$ cat src/rtl/mem_arb_pkg.sv
// mem_arbiter shared types: FSM states, owner IDs, default widths.
// Used by mem_arbiter and mem_arb_pick.
package mem_arb_pkg;

  localparam int MEM_ADDR_W = 32;
  localparam int MEM_LINE_W = 256;

  // one-hot grant bit positions
  localparam int GNT_IC = 0;
  localparam int GNT_DC = 1;

  typedef enum logic [1:0] {
    IDLE,
    GRANT,
    RESP
  } state_e;

  typedef enum logic {
    OWN_IC,
    OWN_DC
  } owner_e;

endpackage

$ cat src/rtl/mem_arb_pick.sv
// Two-way request picker producing a one-hot grant.
// MEM_ARB_RR_EN: ties go to the requester that is not last_owner_i.
module mem_arb_pick
  import mem_arb_pkg::*;
(
  input  logic       ic_req_i,
  input  logic       dc_req_i,
`ifdef MEM_ARB_RR_EN
  input  logic       last_owner_i,
`endif
  output logic [1:0] gnt_o
);

  // pick a winner; ties resolved by round-robin or fixed D-cache priority
  always_comb begin
    gnt_o = '0;
    unique case (1'b1)
      (ic_req_i && dc_req_i): begin
`ifdef MEM_ARB_RR_EN
        if (last_owner_i == logic'(OWN_DC)) gnt_o[GNT_IC] = 1'b1;
        else                                gnt_o[GNT_DC] = 1'b1;
`else
        gnt_o[GNT_DC] = 1'b1;
`endif
      end
      (dc_req_i && !ic_req_i): gnt_o[GNT_DC] = 1'b1;
      (ic_req_i && !dc_req_i): gnt_o[GNT_IC] = 1'b1;
      default:                 gnt_o = '0;
    endcase
  end

endmodule

$ cat src/rtl/mem_arbiter.sv
// Serialises I-cache and D-cache line transactions onto one memory port.
// MEM_ARB_RR_EN selects round-robin tie breaking (else D-cache priority).
module mem_arbiter
  import mem_arb_pkg::*;
#(
  parameter int ADDR_W      = MEM_ADDR_W,
  parameter int LINE_W      = MEM_LINE_W,
  parameter int TIMEOUT_CYC = 64
) (
  input  logic              clk_i,
  input  logic              rst_i,
  input  logic              ic_req_i,
  input  logic              ic_write_i,
  input  logic [ADDR_W-1:0] ic_addr_i,
  input  logic [LINE_W-1:0] ic_data_i,
  output logic              ic_ack_o,
  output logic [LINE_W-1:0] ic_data_o,
  input  logic              dc_req_i,
  input  logic              dc_write_i,
  input  logic [ADDR_W-1:0] dc_addr_i,
  input  logic [LINE_W-1:0] dc_data_i,
  output logic              dc_ack_o,
  output logic [LINE_W-1:0] dc_data_o,
  output logic              mem_enable_o,
  output logic              mem_write_o,
  output logic [ADDR_W-1:0] mem_addr_o,
  output logic [LINE_W-1:0] mem_data_o,
  input  logic              mem_ack_i,
  input  logic [LINE_W-1:0] mem_data_i,
  output logic              err_o
);

  localparam int WD_W = $clog2(TIMEOUT_CYC + 1);
  localparam logic [WD_W-1:0] WD_MAX = WD_W'(TIMEOUT_CYC);

  state_e            state_q;
  owner_e            owner_q;
  logic              wr_q;
  logic [ADDR_W-1:0] addr_q;
  logic [LINE_W-1:0] wdata_q;
  logic              en_q;
  logic              ic_ack_q;
  logic              dc_ack_q;
  logic [LINE_W-1:0] ic_data_q;
  logic [LINE_W-1:0] dc_data_q;
  logic [WD_W-1:0]   wd_q;
  logic [WD_W-1:0]   wd_d;
  logic              err_q;
  logic [1:0]        gnt;

`ifdef MEM_ARB_RR_EN
  owner_e last_owner_q;

  // remember who was served last, updated as the response retires
  always_ff @(posedge clk_i) begin
    if (rst_i)                last_owner_q <= OWN_IC;
    else if (state_q == RESP) last_owner_q <= owner_q;
  end
`endif

  mem_arb_pick u_pick (
    .ic_req_i     (ic_req_i),
    .dc_req_i     (dc_req_i),
`ifdef MEM_ARB_RR_EN
    .last_owner_i (last_owner_q == OWN_DC),
`endif
    .gnt_o        (gnt)
  );

  // main FSM: latch winner, hold memory port, return one-cycle ack
  always_ff @(posedge clk_i) begin
    if (rst_i) begin
      state_q   <= IDLE;
      owner_q   <= OWN_IC;
      wr_q      <= 1'b0;
      addr_q    <= '0;
      wdata_q   <= '0;
      en_q      <= 1'b0;
      ic_ack_q  <= 1'b0;
      dc_ack_q  <= 1'b0;
      ic_data_q <= '0;
      dc_data_q <= '0;
    end else begin
      unique case (state_q)
        IDLE: begin
          if (gnt[GNT_DC]) begin
            state_q <= GRANT;
            en_q    <= 1'b1;
            owner_q <= OWN_DC;
            wr_q    <= dc_write_i;
            addr_q  <= dc_addr_i;
            wdata_q <= dc_data_i;
          end else if (gnt[GNT_IC]) begin
            state_q <= GRANT;
            en_q    <= 1'b1;
            owner_q <= OWN_IC;
            wr_q    <= ic_write_i;
            addr_q  <= ic_addr_i;
            wdata_q <= ic_data_i;
          end
        end
        GRANT: begin
          if (mem_ack_i) begin
            state_q <= RESP;
            en_q    <= 1'b0;
            if (owner_q == OWN_DC) begin
              dc_ack_q  <= 1'b1;
              dc_data_q <= wr_q ? '0 : mem_data_i;
            end else begin
              ic_ack_q  <= 1'b1;
              ic_data_q <= wr_q ? '0 : mem_data_i;
            end
          end
        end
        RESP: begin
          state_q   <= IDLE;
          ic_ack_q  <= 1'b0;
          dc_ack_q  <= 1'b0;
          ic_data_q <= '0;
          dc_data_q <= '0;
        end
        default: state_q <= IDLE;
      endcase
    end
  end

  // watchdog next count: clear on grant, count GRANT cycles, saturate
  always_comb begin
    wd_d = wd_q;
    if (state_q == IDLE && gnt != 2'b00)
      wd_d = '0;
    else if (state_q == GRANT && wd_q < WD_MAX)
      wd_d = wd_q + WD_W'(1);
  end

  // watchdog count and sticky timeout flag
  always_ff @(posedge clk_i) begin
    if (rst_i) begin
      wd_q  <= '0;
      err_q <= 1'b0;
    end else begin
      wd_q <= wd_d;
      if (wd_d == WD_MAX) err_q <= 1'b1;
    end
  end

  assign mem_enable_o = en_q;
  assign mem_write_o  = wr_q;
  assign mem_addr_o   = addr_q;
  assign mem_data_o   = wdata_q;
  assign ic_ack_o     = ic_ack_q;
  assign ic_data_o    = ic_data_q;
  assign dc_ack_o     = dc_ack_q;
  assign dc_data_o    = dc_data_q;
  assign err_o        = err_q;

endmodule

$ cat config.mk
export PLATFORM = sky130hd
export DESIGN_NAME = mem_arbiter
export DESIGN_NICKNAME = d
export VERILOG_FILES = /design/src/rtl/mem_arb_pkg.sv /design/src/rtl/mem_arb_pick.sv /design/src/rtl/mem_arbiter.sv
export SDC_FILE = /design/constraint.sdc
export NUM_CORES = 2
export LEC_CHECK = 0
export ABC_AREA = 1
export CORE_AREA = 5 5 637 639
export DETAILED_ROUTE_END_ITERATION = 7
export DIE_AREA = 0 0 642 644
export PLACE_DENSITY_LB_ADDON = 0.1
export SLEW_MARGIN = 20
export SYNTH_ARGS = -nofsm -noshare
export SYNTH_HDL_FRONTEND = slang
export SYNTH_SLANG_ARGS = --single-unit
$ cat constraint.sdc
create_clock -name clk_i -period 1.3 [get_ports clk_i]
set_input_delay 0.195 -clock clk_i [delete_from_list [all_inputs] [get_ports clk_i]]
set_output_delay 0.195 -clock clk_i [all_outputs]
set_load 0.02 [all_outputs]
==> impl_results.md <==
- Status: complete, but fails checks
- Failing checks: hold timing, setup timing
- Post-synthesis instance area: 0.03357 sq mm
- Remaining antenna violation count: 0
- GRT overflow: 0
- CORE AREA: approximately 0.40 sq mm
- Most frequent cells in the layout: nand2_1, clkdlybuf4s50_1, nor2_1
- Inst Count DP: 11.73k
- Total clock sinks: 815
- Final Hold Viols: 3
- Area Growth Syn to Fin: 118.4%
- Synth Register Bits: 815
- Dominant synthesized flop cell: dfxtp_1
- Routed length per instance: 25.38 microns
- Max Freq: 0.5689 GHz
- Clock transition at path regs: 0.05 ns
- Setup CP Type: flip-flop to flip-flop
- Worst hold margin: -0.03633 ns
- Xor/xnor cell area share of the yosys netlist: 0%
- Critical path endpoint category: flip-flop
- GRT Resource Usage Total: 14.04%
- Asr flop ratio synth: 0%
- Maximum VDD drop: just over 0.0007 V
- Synth Area in Simple Gates: 24.35%
- # setup viols final: 1613
- Initial DRC count: 1889
- CP startpoint kind: flip-flop
- Floorplan row count: 232
- Synth Area in Compound Gates: 18.55%
- Critical Path AT: 2.47 ns
- Initial Utilization: 8.424%
- Reg area: between 0.015 and 0.02 sq mm
- Layout cells sized above 1: between 30% and 40%
- EDFF count, synth: 0
- Final wirelength: 312800 microns
- Area after DPL: 0.06260 sq mm
- Max-slew violation count: 0
- Post-CTS Hold Buffers: about 190
- Chip height: approximately 640 microns
- Worst Hold Path EP: state_q[0]
- RR Startpoint: state_q[1]
- Initial antenna violation count: 160
- Leak: 0.02892 uW
- Via density per instance: 3.326
- Slew @ Worst Pin: 0.6557 ns
- Yosys top cell area share: 48.60%
- Unrepaired setup endpoints after global routing: yes
- Crit share post-route: 135.2%
- Largest net degree at the start of global routing: 70
- Clk Latency, worst-skew pair: 0.80 ns
- CTS Buffer Depth: 4
- Io pins: 1644
- Die W: 642 microns
- Vias in the first global route: 41.51k
- Worst R2R End: dc_data_o[85]
- CTS tree: yes
- Adder-Cell Fraction of Synth Area: 0.03727%
- Fin crit period: between 1.5 and 2 ns
- CP required: 2.01 ns
- Final Wtd Congestion: 0.8959
- Final WS setup: -0.4577 ns
- PwrDens: 1175 mW/mm^2
- DRC: 0
- CP max FO: 7
- DIE AREA: 0.4134 sq mm
- Footprint of the multi-input gates: about 0.015 sq mm
- Placed wire-length estimate: 250100 microns
- H-tree depth: 4
- Cell accounting for the most synthesized area: dfxtp_1
- Library cells used by synthesis: 17
- Fin cells: 12.33k
- Worst Reg-to-Reg Cells: 11
- Hold path cells: 4
- Ranking of synthesized cells by area: dfxtp_1, nand2_1, a21oi_1
- First-pass GRT wire length: 397500 microns
- Register area share after synthesis: 48.60%
- Inserted Clock Buffers: 134
- Max_cap viols: 0
- Mux cell area share after synthesis: 0%
- CTS root buf: clkbuf_16
- Total number of vias: around 40k
- Largest family of logic cells by synthesized area: simple AND/OR/NAND/NOR gates
- I/O Buffers: 1643
- Syn avg cell area: ~7 sq um
- Most common cell after layout, fill and taps aside: nand2_1
- Hold Path Class: input port to flip-flop
- Synth warnings: 0
- Min-delay src: dc_req_i
- Clock Skews: between 0.04 and 0.05 ns
- Nets: 7775
- Design area: 0.07334 sq mm
- Filler instances: ~45k
- Detailed Routing Iterations Pass 1: 5
- Mapped Nets: 5621
- R2r setup slk: -0.46 ns
- Gate count of the mapped netlist: 4781
- Slew HR: roughly 56%
[report_power, final]
part	switching, uW	total (uW)	internal (uW)
Clock	14900	36100	21200
Combinational	11300	21900	10600
Sequential	1520	28100	26600
[logic make-up after synthesis]
family,count (synthesis)
AND/OR/NAND/NOR,2171
adder cells (fa/ha/maj),1
buffers and inverters,695
AO/OA/AOI/OAI,1099
flip-flops,815
[state kept, by name, indices dropped and copies added, names as in the netlist]
signal        flops
mem_enable_o      1
dc_data_o       256
ic_data_o       256
err_o             1
wd_q              7
mem_write_o       1
mem_addr_o       32
ic_ack_o          1
owner_q           1
mem_data_o      256
dc_ack_o          1
state_q           2
[layout make-up]
class	instances	area share, %
Clock inverter	37	0.5135
Timing Repair Buffer	2406	39.35
Tap cell	5265	8.983
Timing Repair inverter	1	0.04095
Multi-Input combinational cell	3271	20.91
Antenna cell	34	0.1160
Clock buffer	191	5.195
Inverter	306	1.651
Sequential cell	815	23.24
[worst max-delay path by stage]
stage	from	to	slack, ns	depth (start not counted)
detailed placement	mem_ack_i	ic_data_o[204]	-0.88	9
floorplan	state_q[1]	ic_data_o[215]	-0.04	10
CTS	state_q[1]	ic_data_o[16]	-0.48	10
finish	state_q[1]	dc_data_o[85]	-0.46	11
global placement	mem_ack_i	dc_data_o[171]	-0.90	10
global route	state_q[1]	ic_data_o[138]	-0.57	11
[through the flow]
step                worst slack [ns]  TNS [ns]  power, uW  utilization (%)
floorplan                   -0.03737    -12.41      34630                -
global route                 -0.5720   -594.37      90240            18.39
detailed placement           -0.8777   -563.68      48200            15.71
CTS                          -0.4793   -559.00      87410            17.88
global placement             -0.9030   -562.84      48250            15.71
finish                       -0.4577   -416.05      86150            18.40
[layer usage]
| layer | track usage (%) | routed length (microns) | up-vias |
|---|---|---|---|
| met3 | 3.897 | 18880 | 469 |
| met1 | 14.73 | 115200 | 19430 |
| met4 | 3.071 | 8629 | 58 |
| met5 | 0 | 385 | - |
| met2 | 27.45 | 169700 | 1318 |
| li1 | - | - | 19730 |
[synth_stat cells, types with 2 or more instances]
cell type and instances:
inv_2 5, buf_1 10, a21oi_1 807, nand4_1 2
clkbuf_1 194, buf_2 185, nand3_1 11, a211oi_1 289
nor2_1 853, inv_1 301, nand2_1 1303, dfxtp_1 815
o21bai_1 2
[what timing repair did]
action,in CTS,in global routing
pin swaps,42,65
endpoints found under the hold margin,336,3
cloned,6,32
resized for setup,3736,276
setup buffers,87,25
setup endpoints to repair,1614,1616
[critical path, stage by stage, from the launching register on]
cell	delay [ns]
dfxtp_2	0.33
inv_4	0.08
nor2_4	0.04
bufinv_16	0.21
buf_16	0.16
buf_16	0.16
buf_12	0.15
buf_4	0.12
nand2_1	0.05
nor2_2	0.12
nand2_1	0.07
a21oi_1	0.14
Note: power is estimated with default switching activity, not from simulation.
